### src/rtl/logphy_pkg.sv
// Shared definitions for the logphy datapath: flit width, flit type and beat arithmetic.
package logphy_pkg;

  localparam int unsigned FLIT_W = 128;

  typedef logic [FLIT_W-1:0] flit_t;

  function automatic int unsigned beats_per_flit(input int unsigned beat_w);
    return FLIT_W / beat_w;
  endfunction

endpackage

### src/rtl/lane_beat_mux.sv
// Combinational selector picking one BeatW-wide slice of a flit, slice 0 at the LSBs.
module lane_beat_mux
  import logphy_pkg::*;
#(
  parameter int unsigned BeatW = 32,
  parameter int unsigned Beats = 4,
  parameter int unsigned SelW  = $clog2(Beats)
) (
  input  flit_t             word_i,
  input  logic [SelW-1:0]   sel_i,
  output logic [BeatW-1:0]  beat_o
);

  always_comb begin
    beat_o = '0;
    for (int unsigned i = 0; i < Beats; i++) begin
      if (sel_i == SelW'(i)) begin
        beat_o = word_i[i*BeatW +: BeatW];
      end
    end
  end

endmodule

### src/rtl/tx_lane_serializer.sv
// Pops 128-bit words from the logphy queue and streams them LSB-first as lane-wide beats,
// with lane-side stall and a flush that discards the word in flight.
module tx_lane_serializer
  import logphy_pkg::*;
#(
  parameter int unsigned NUM_LANES = 16,
  parameter int unsigned LANE_W    = 2
) (
  input  logic                        clk,
  input  logic                        reset_n,
  output logic                        deq_rdy_o,
  input  logic                        deq_valid_i,
  input  logic [FLIT_W-1:0]           data_i,
  input  logic                        lane_rdy_i,
  output logic                        lane_valid_o,
  output logic [NUM_LANES*LANE_W-1:0] lane_data_o,
  output logic                        flit_sop_o,
  output logic                        flit_eop_o,
  input  logic                        flush_i
);

  localparam int unsigned BEAT_W   = NUM_LANES * LANE_W;
  localparam int unsigned BEATS    = beats_per_flit(BEAT_W);
  localparam int unsigned BeatIdxW = $clog2(BEATS);

  if ((FLIT_W % BEAT_W) != 0 || BEATS < 2) begin : g_bad_cfg
    $error("tx_lane_serializer: BEAT_W must divide 128 into at least 2 beats");
  end

  localparam logic [BeatIdxW-1:0] LastBeat = BeatIdxW'(BEATS - 1);

  flit_t               hold_q, hold_d;
  logic [BeatIdxW-1:0] beat_q, beat_d;
  logic                busy_q, busy_d;

  logic              beat_last;
  logic              xfer;
  logic              pop;
  logic [BEAT_W-1:0] beat_slice;

  assign beat_last = (beat_q == LastBeat);
  assign xfer      = busy_q & lane_rdy_i;

  // Refill is allowed while the last beat leaves, so consecutive words stream without a gap.
  assign deq_rdy_o = ~flush_i & (~busy_q | (lane_rdy_i & beat_last));
  assign pop       = deq_rdy_o & deq_valid_i;

  always_comb begin
    hold_d = hold_q;
    beat_d = beat_q;
    busy_d = busy_q;
    if (flush_i) begin
      beat_d = '0;
      busy_d = 1'b0;
    end else if (pop) begin
      hold_d = data_i;
      beat_d = '0;
      busy_d = 1'b1;
    end else if (xfer) begin
      if (beat_last) begin
        beat_d = '0;
        busy_d = 1'b0;
      end else begin
        beat_d = beat_q + BeatIdxW'(1);
      end
    end
  end

  always_ff @(posedge clk or negedge reset_n) begin
    if (!reset_n) begin
      hold_q <= '0;
      beat_q <= '0;
      busy_q <= 1'b0;
    end else begin
      hold_q <= hold_d;
      beat_q <= beat_d;
      busy_q <= busy_d;
    end
  end

  lane_beat_mux #(
    .BeatW (BEAT_W),
    .Beats (BEATS),
    .SelW  (BeatIdxW)
  ) u_lane_beat_mux (
    .word_i (hold_q),
    .sel_i  (beat_q),
    .beat_o (beat_slice)
  );

  assign lane_valid_o = busy_q;
  assign lane_data_o  = busy_q ? beat_slice : '0;
  assign flit_sop_o   = busy_q & (beat_q == '0);
  assign flit_eop_o   = busy_q & beat_last;

endmodule
### config.mk
export PLATFORM = sky130hd
export DESIGN_NAME = tx_lane_serializer
export DESIGN_NICKNAME = d
export VERILOG_FILES = /design/src/rtl/logphy_pkg.sv /design/src/rtl/lane_beat_mux.sv /design/src/rtl/tx_lane_serializer.sv
export SDC_FILE = /design/constraint.sdc
export NUM_CORES = 1
export LEC_CHECK = 0
export CORE_MARGIN = 2
export CORE_UTILIZATION = 50
export DETAILED_ROUTE_END_ITERATION = 10
export GPL_TIMING_DRIVEN = 0
export PLACE_DENSITY = 0.82
export SETUP_SLACK_MARGIN = 0.2
export SYNTH_ARGS = -nofsm -noshare
export SYNTH_HDL_FRONTEND = slang
export SYNTH_SLANG_ARGS = --single-unit
### constraint.sdc
create_clock -name clk -period 2.4 [get_ports clk]
set_input_delay 0.48 -clock clk [delete_from_list [all_inputs] [get_ports clk]]
set_output_delay 0.48 -clock clk [all_outputs]
set_load 0.01 [all_outputs]
==> flow_summary.toml, run 1 <==
[synth]
synth_top_area_cell = "dfrtp_1"
synth_cell_types = 23
synth_area_mm2 = 0.00666
yosys-top-cells-count = "dfrtp_1, mux2_4, nand2_1"
synthTopCellsByArea = "dfrtp_1, mux2_4, a32o_1, buf_12, nand2b_1"
ys_ff_latch = 131
yosysWarnings = 0
synthFlopType = "dfrtp_1"
async_flop_share_pct = 100
synth_nets = 618
syn_inst = 481
synth.most_common_cell = "dfrtp_1"
synth_edf_count = 0
ys_seq_area_share_pct = 49.2
avgSynthCellArea_um2 = 13.8
synth_top_area_share_pct = 49.2

[cells_and_area]
multi_input_area_mm2 = 0.00328
area_growth_pct = 48.1
fill_cells = 817
fin_nets = 823
n_antenna_cell = 0
seq_area_mm2 = 0.00328
drive_gt1_share_pct = 44.7
final_area_mm2 = 0.00986

[outcome]
status = "finished with violations"
violations = "setup timing"

[die]
die_w_um = 119
row_count = 42
start_util_pct = 50.7
ios = 169
die_h_um = 119
core_area_mm2 = 0.0131
die_area_mm2 = 0.0143

[critical_path]
worst-setup-path-type = "reg2out"
r2r-end = "hold_q[91]"
arrival_ps = 2040
cp-endpoint = "lane_data_o[25]"
r2r_cells = 8
cp_max_fo = 5
critPathCaptureType = "output pin"
reg2reg_from = "beat_q[1]"
crit_start = "beat_q[0]"
start_kind = "flip-flop"
critPathRequiredTime_ps = 1920
r2r_slack_ps = 340

[clock_tree]
numCtsBuffers = 17
cts_tree = "yes"
path_clk_slew_ps = 60
cts_max_level = 4
clockBufferDepth = 2
cts.sinks = 131
clockRootBuffer = "clkbuf_16"
clk_latency_ps = 430

[sta]
timing.final.crit_share_pct = 105
hold_ws_ps = 501
slew_headroom_pct = 67.0
slew_viol_final = 0
setup_viol = 32
tightest_slew_ps = 495
max_freq_mhz = 396
rsz0062_at_grt = "yes"
finalCriticalPeriod_ps = 2520
setup_ws_ps = -125
hold_violations = 0
skew_ps = 11.6

[global_route]
grt_pass1_vias = 5271
grt_pass1_wl_um = 28800
overflow = 0
grt_max_degree = 98
grt_usage_pct = 26.9
antenna_found_initial = 0

[drt]
met1_length_um = 8350
postRouteAntennaNets = 0
top_layer_used = "met4"
routedWlPerCell_um = 21.9
dr_wl_met3_um = 875
dr.first_iter.drc_count = 394
via_per_inst = 5.56
drc_errors = 0
dr_wl_met2_um = 9600
vias = 4846
wirelength_um = 19100
first_pass_iters = 4

[power]
finalPower_w = 0.00707
ir_worst_vdd_mv = 0.607
power_density_mw_per_mm2 = 717
power_leakage_nw = 4.37

[min_path]
hold_class = "reg2reg"

[flow_run]
max_cap_viol_count = 0

[placed_design]
dpl_cell_area_mm2 = 0.00859
io_buffers = 168
dp_hpwl_um = 12000
finalWeightedCongestion = 0.811
dpl_worst_slack_ps = -581
## through the flow
| stage | std cells | setup TNS [ps] | util [%] |
|---|---|---|---|
| 3_3_place_gp | 825 | -553130 | 65.2 |
| 2_1_floorplan | 481 | 0 | - |
| 4_1_cts | 868 | -2980 | 73.3 |
| 5_1_grt | 872 | -5200 | 75.1 |
| 3_5_place_dp | 826 | -17950 | 65.4 |
| 6_report | 872 | -2800 | 75.1 |
## power by group
group | switching (W) | internal [W] | leakage (nW)
Combinational | 0.000587 | 0.00113 | 2.55
Sequential | 0.000297 | 0.00263 | 1.54
Clock | 0.000920 | 0.00151 | 0.274
Total | 0.00180 | 0.00527 | 4.37
## state kept, by name (all words and copies together) (netlist names)
signal	cells
hold_q	128
beat_q	2
lane_valid_o	1
## placed cells by master, fill, tap and decap left out, types with 18 or more instances in the layout
cell type | Yosys | layout
buf_6 | 3 | 20
dfrtp_1 | 131 | 129
a21oi_2 | 0 | 22
buf_2 | 0 | 21
nand2_1 | 33 | 32
mux2_4 | 120 | 120
a32o_1 | 32 | 18
clkbuf_16 | 0 | 28
nand2b_1 | 32 | 32
clkdlybuf4s50_1 | 0 | 132
o21ai_1 | 0 | 21
## critical path: stages (launching register included)
cell       delay (ps)
dfrtp_2           430
inv_2              80
ha_4              180
clkbuf_16         170
clkbuf_16         160
a21oi_2           130
o21ai_2            90
a32o_1            240
buf_2             130
## kinds of logic after synthesis
kind of cell               synth area share (%)
DFF                                        49.2
adders and majority gates                 0.752
buffers and inverters                      5.39
and+or+nand+nor                            5.88
muxes                                      28.6
AOI/OAI and AO/OA                          10.2
## how the worst min path moves through the flow
stage	slack (ps)	from	end	cells past startpoint
after floorplan	180	reset_n	beat_q[0]	0
after global placement	480	hold_q[95]	hold_q[95]	1
after detailed placement	400	reset_n	hold_q[66]	1
after CTS	500	hold_q[65]	hold_q[65]	1
after global routing	510	hold_q[65]	hold_q[65]	1
final	500	hold_q[65]	hold_q[65]	1
## area by class of cell
| cell class | count | share of cell area (%) |
|---|---|---|
| Sequential cell | 131 | 33.3 |
| Multi-Input combinational cell | 308 | 33.3 |
| Timing Repair Buffer | 186 | 18.3 |
| Buffer | 40 | 7.31 |
| Clock buffer | 23 | 4.95 |
| Tap cell | 176 | 2.23 |
| Clock inverter | 6 | 0.558 |
| Inverter | 2 | 0.101 |
## layer usage
layer	GRT usage, %	vias up
li1	-	2138
met1	34.5	2498
met2	44.2	183
met3	6.66	27
met4	10.3	0
met5	0	-
## what timing repair did
item / in CTS / in global routing
setup endpoints to repair: 35 / 34
pin swaps: 14 / 9
gates resized for setup: 304 / 46
cloned: 5 / 4
hold buffers: 1 / 0
setup buffers: 7 / 0
endpoints found under the hold margin: 34 / 0
No activity file was read; power rests on OpenSTA's default activity.
==> inputs of run 2 (changes only) <==
--- a/config.mk
+++ b/config.mk
@@ -7,6 +7,7 @@
 export LEC_CHECK = 0
 export CORE_MARGIN = 2
 export CORE_UTILIZATION = 50
+export CTS_CLUSTER_DIAMETER = 80
 export DETAILED_ROUTE_END_ITERATION = 10
 export GPL_TIMING_DRIVEN = 0
 export PLACE_DENSITY = 0.82
==> results of run 2 <==
Final layout, timing and power as in run 1 (identical DEF).
